<file path="src/rtl/sevenseg_scan_ctrl.sv">
// Four-digit multiplexed seven-segment scanner with a one-deep pending buffer
// that swaps into the displayed value only at frame boundaries.
module sevenseg_scan_ctrl #(
    parameter int unsigned ON_CYCLES    = 100000,
    parameter int unsigned BLANK_CYCLES = 1000
) (
    input  logic        clk,
    input  logic        reset,
    input  logic [15:0] in_value,
    input  logic [3:0]  in_dp,
    input  logic        in_valid,
    output logic        in_ready,
    input  logic        lz_en,
    output logic [3:0]  an,
    output logic [6:0]  seg,
    output logic        dp,
    output logic        frame_done
);

    localparam int unsigned MaxCycles = (ON_CYCLES > BLANK_CYCLES) ? ON_CYCLES : BLANK_CYCLES;
    localparam int unsigned CntW      = (MaxCycles > 1) ? $clog2(MaxCycles) : 1;
    localparam logic [CntW-1:0] OnLast    = CntW'(ON_CYCLES - 1);
    localparam logic [CntW-1:0] BlankLast = CntW'(BLANK_CYCLES - 1);

    typedef enum logic [0:0] {StBlank, StDrive} state_e;

    state_e          state_q, state_d;
    logic [CntW-1:0] cnt_q, cnt_d;
    logic [1:0]      idx_q, idx_d;
    logic [15:0]     act_val_q, act_val_d;
    logic [3:0]      act_dp_q, act_dp_d;
    logic [15:0]     pend_val_q, pend_val_d;
    logic [3:0]      pend_dp_q, pend_dp_d;
    logic            pend_full_q, pend_full_d;
    logic [3:0]      an_q, an_d;
    logic [6:0]      seg_q, seg_d;
    logic            dp_q, dp_d;
    logic            frame_done_q, frame_done_d;
    logic [3:0]      nib;

    // Active-high segments, bit 6 = a ... bit 0 = g.
    function automatic logic [6:0] decode(input logic [3:0] n);
        logic [6:0] s;
        case (n)
            4'd0:    s = 7'b111_1110;
            4'd1:    s = 7'b011_0000;
            4'd2:    s = 7'b110_1101;
            4'd3:    s = 7'b111_1001;
            4'd4:    s = 7'b011_0011;
            4'd5:    s = 7'b101_1011;
            4'd6:    s = 7'b101_1111;
            4'd7:    s = 7'b111_0000;
            4'd8:    s = 7'b111_1111;
            4'd9:    s = 7'b111_0011;
            default: s = 7'b000_0000;
        endcase
        return s;
    endfunction

    // A digit is a leading zero when it and every digit to its left are zero.
    function automatic logic is_leading_zero(input logic [15:0] v, input logic [1:0] i);
        logic z;
        case (i)
            2'd0:    z = 1'b0;
            2'd1:    z = (v[15:4] == 12'h000);
            2'd2:    z = (v[15:8] == 8'h00);
            default: z = (v[15:12] == 4'h0);
        endcase
        return z;
    endfunction

    assign in_ready   = ~pend_full_q & ~reset;
    assign an         = an_q;
    assign seg        = seg_q;
    assign dp         = dp_q;
    assign frame_done = frame_done_q;

    always_comb begin
        state_d     = state_q;
        cnt_d       = cnt_q + 1'b1;
        idx_d       = idx_q;
        act_val_d   = act_val_q;
        act_dp_d    = act_dp_q;
        pend_val_d  = pend_val_q;
        pend_dp_d   = pend_dp_q;
        pend_full_d = pend_full_q;

        unique case (state_q)
            StBlank: begin
                if (cnt_q == BlankLast) begin
                    state_d = StDrive;
                    cnt_d   = '0;
                end
            end
            StDrive: begin
                if (cnt_q == OnLast) begin
                    state_d = StBlank;
                    cnt_d   = '0;
                    idx_d   = idx_q + 2'd1;
                end
            end
        endcase

        // in_ready is low whenever pending is full, so these never collide.
        if (frame_done_q && pend_full_q) begin
            act_val_d   = pend_val_q;
            act_dp_d    = pend_dp_q;
            pend_full_d = 1'b0;
        end
        if (in_valid && in_ready) begin
            pend_val_d  = in_value;
            pend_dp_d   = in_dp;
            pend_full_d = 1'b1;
        end
    end

    // Outputs are computed from next state so the registered pins line up with state_q.
    always_comb begin
        an_d  = 4'hF;
        seg_d = 7'h7F;
        dp_d  = 1'b1;
        nib   = act_val_d[{idx_d, 2'b00} +: 4];
        if (state_d == StDrive) begin
            an_d  = ~(4'b0001 << idx_d);
            seg_d = (lz_en && is_leading_zero(act_val_d, idx_d)) ? 7'h7F : ~decode(nib);
            dp_d  = ~act_dp_d[idx_d];
        end
        frame_done_d = (state_d == StDrive) && (idx_d == 2'd3) && (cnt_d == OnLast);
    end

    always_ff @(posedge clk) begin
        if (reset) begin
            state_q      <= StBlank;
            cnt_q        <= '0;
            idx_q        <= 2'd0;
            act_val_q    <= 16'h0000;
            act_dp_q     <= 4'b0000;
            pend_val_q   <= 16'h0000;
            pend_dp_q    <= 4'b0000;
            pend_full_q  <= 1'b0;
            an_q         <= 4'hF;
            seg_q        <= 7'h7F;
            dp_q         <= 1'b1;
            frame_done_q <= 1'b0;
        end else begin
            state_q      <= state_d;
            cnt_q        <= cnt_d;
            idx_q        <= idx_d;
            act_val_q    <= act_val_d;
            act_dp_q     <= act_dp_d;
            pend_val_q   <= pend_val_d;
            pend_dp_q    <= pend_dp_d;
            pend_full_q  <= pend_full_d;
            an_q         <= an_d;
            seg_q        <= seg_d;
            dp_q         <= dp_d;
            frame_done_q <= frame_done_d;
        end
    end

endmodule

</file>
<file path="config.mk">
export PLATFORM = sky130hd
export DESIGN_NAME = sevenseg_scan_ctrl
export DESIGN_NICKNAME = d
export VERILOG_FILES = /design/src/rtl/sevenseg_scan_ctrl.sv
export SDC_FILE = /design/constraint.sdc
export NUM_CORES = 1
export LEC_CHECK = 0
export CORE_ASPECT_RATIO = 1.25
export CORE_UTILIZATION = 46
export DETAILED_ROUTE_END_ITERATION = 6
export PLACE_DENSITY = 0.65
export RECOVER_POWER = 50
export SYNTH_ARGS = -nofsm -noshare
export SYNTH_HDL_FRONTEND = slang
export SYNTH_SLANG_ARGS = --single-unit
</file>
<file path="constraint.sdc">
create_clock -name clk -period 5 [get_ports clk]
set_input_delay 0.5 -clock clk [delete_from_list [all_inputs] [get_ports clk]]
set_output_delay 0.5 -clock clk [all_outputs]
set_load 0.01 [all_outputs]
</file>
==> impl_metrics.toml <==
[place]
dpl_cell_area_um2 = 4020
pre_cts_ws_ps = 1900
io_buffers = 37
place_congestion = 0.866
dp.cells = 523
dp_hpwl_um = 5570

[cells_and_area]
antenna_cells = 0
mostFrequentLayoutCells = "dfxtp_1, nor2_1, nand2_1"
finalInstanceArea_um2 = 4220
instances_no_fill = 539
fin_nets = 472
area_delta_synth_final_pct = 15.7
layout-drive-gt1-share_pct = 8.05
layout_commonest_cell = "dfxtp_1"

[synthesis]
synth_top_family_by_area = "simple AND/OR/NAND/NOR gates"
ys_seq_elements = 74
synth_top_area_share_pct = 40.6
synth_flop_cell = "dfxtp_1"
synthAdderAreaFrac_pct = 2.33
synthXorXnorAreaFrac_pct = 5.32
synth_top_cell_by_area = "dfxtp_1"
synthMuxAreaShare_pct = 8.02
avgSynthCellArea_um2 = 8.77
synth_compound_area_share_pct = 14.1
ys_top_cells_by_area = "dfxtp_1, mux2i_1, nor2_1"
ys.warnings.count = 0
synth_cell_types = 57
synth_cells = 416
async_flop_share_pct = 0
synth_nets = 446
ys_seq_area_share_pct = 40.6
synth-edff-count = 0
yosys.area_share.simple_pct = 23.8
netlist_area_um2 = 3650

[clock_tree]
path_clk_slew_ps = 80
cts_setup_buffers = 0
h-tree-depth = 3
cts_tree = "done"
insertion_delay_ps = 350
ctsHoldBuffers = 0
cts_inserted_buffers = 9
clk_path_buf_depth = 2
post_cts_resized = 0
cts.sinks = 74
clockRootBuffer = "clkbuf_8"

[route]
wl_per_cell_um = 14.4
via_count = 2978
drtIter0Drc = 172
viasPerCell = 5.53
wl_um = 7740
remaining_drc_errors = 0
first_pass_iters = 5
drtAntennaViolNets = 0

[floorplan]
start_util_pct = 48.4
die_y_um = 102
pin_count = 38
rows = 35
die-area_um2 = 8290
dieWidth_um = 81.7
coreArea_um2 = 7530

[global_route]
grt_pass1_wl_um = 13200
grt_antenna_before_repair = 0
grt_pass1_vias = 2842
grt_use_total_pct = 20.9
grt_max_degree = 48
grt_overflow_total = 0

[worst_setup_path]
critPathArrivalTime_ps = 3770
startpoint_type = "primary input"
crit_path_end_kind = "flop"
crit_fanout = 47
crit_type = "primary input to flop"
r2r_start = "cnt_q[0]"
critical_path_required_ps = 5250
cp-startpoint = "reset"

[timing]
fmax_mhz = 284
worst_slack_ps = 1480
slew-limit-headroom_pct = -22.5
finalSetupViolCount = 0
period_needed_ps = 3520
post-route-period-util_pct = 70.4
fin_tns_setup_ps = 0
skew_ps = 16.9
slew_violations = 89
final_hold_viol_count = 0
rsz0062_at_grt = "false"
worst-slew-pin-transition_ps = 1840

[worst_hold_path]
holdCritStartpoint = "cnt_q[0]"
hp-class = "flop to flop"

[status]
status = "finished with violations"
violations = "capacitance limit, slew limit"

[job]
drv_cap = 2

[pwr]
ir_drop_v = 0.000228
power.density_nw_per_um2 = 269
power.leakage_nw = 1.56
==> state kept, by name (all words and copies together) (netlist names), 2 cells and up <==
signal,cells
pend_val_q,16
pend_dp_q,4
cnt_q,17
an,4
idx_q,2
seg,7
act_dp_q,4
act_val_q,16
==> through the flow <==
step                hold slack, ps  power, mW  utilization (%)
floorplan                      430      0.654                -
global placement               447      0.681             53.4
detailed placement             458      0.682             53.4
CTS                            476       1.15             56.1
global route                   504       1.19             56.0
finish                         468       1.14             56.0
==> power by group <==
| part | internal [mW] | switching [mW] | total (mW) |
|---|---|---|---|
| combinational | 0.0298 | 0.0239 | 0.0536 |
| clock | 0.245 | 0.222 | 0.467 |
| sequential | 0.603 | 0.0117 | 0.615 |
==> metal layers <==
metal,routed length [um],GRT usage (%),share of wire [%],vias up
met2,3750,34.1,48,53
met5,0,0,0,-
met3,237,4.95,3.1,19
met4,219,10.3,2.8,0
met1,3530,25.5,46,1374
li1,-,-,-,1532
==> cell type report <==
| cell class | instances | area [um2] |
|---|---|---|
| clock buffers | 10 | 138 |
| clock inverters | 6 | 65.1 |
| fillers | 711 | 3310 |
| inverters | 21 | 78.8 |
| multi-input cells | 296 | 1950 |
| flip-flops and latches | 74 | 1480 |
| well taps | 92 | 115 |
| repair buffers | 40 | 389 |
==> final timing paths <==
path                            cells after the start       endpoint  slack, ps
worst max-delay path                                5  pend_val_q[6]       1480
worst min-delay path                                1       cnt_q[0]        470
worst max register to register                      8         seg[2]       1870
worst min register to register                      1       cnt_q[0]        470
==> synthesized netlist by cell type, types with 4 or more instances <==
master,count
a21oi_1,10
a31oi_1,4
and3_1,4
buf_1,4
clkbuf_1,16
dfxtp_1,74
ha_1,6
inv_1,19
mux2_2,4
mux2i_1,18
nand2_1,38
nand2b_1,16
nand3_1,13
nand4_1,10
nor2_1,47
nor3_1,6
nor4_1,10
o211ai_1,7
o21ai_0,26
o31ai_1,9
xnor2_1,12
xor2_1,7
==> kinds of logic (layout without fill, tap and decap cells) <==
kind of cell,count (synthesis),in the layout
and+or+nand+nor,167,167
buffers and inverters,46,77
adders and majority gates,7,7
xor gates and xnor gates,20,20
AOI/OAI and AO/OA,77,77
DFF,74,74
muxes,25,25
==> worst max-delay path, cell delays in order <==
cell           delay, ps
dlygate4sd3_1        520
clkbuf_1            1320
nor2_1               110
and2_0               840
o31ai_1              480
Power figures use the tool's default switching activity.
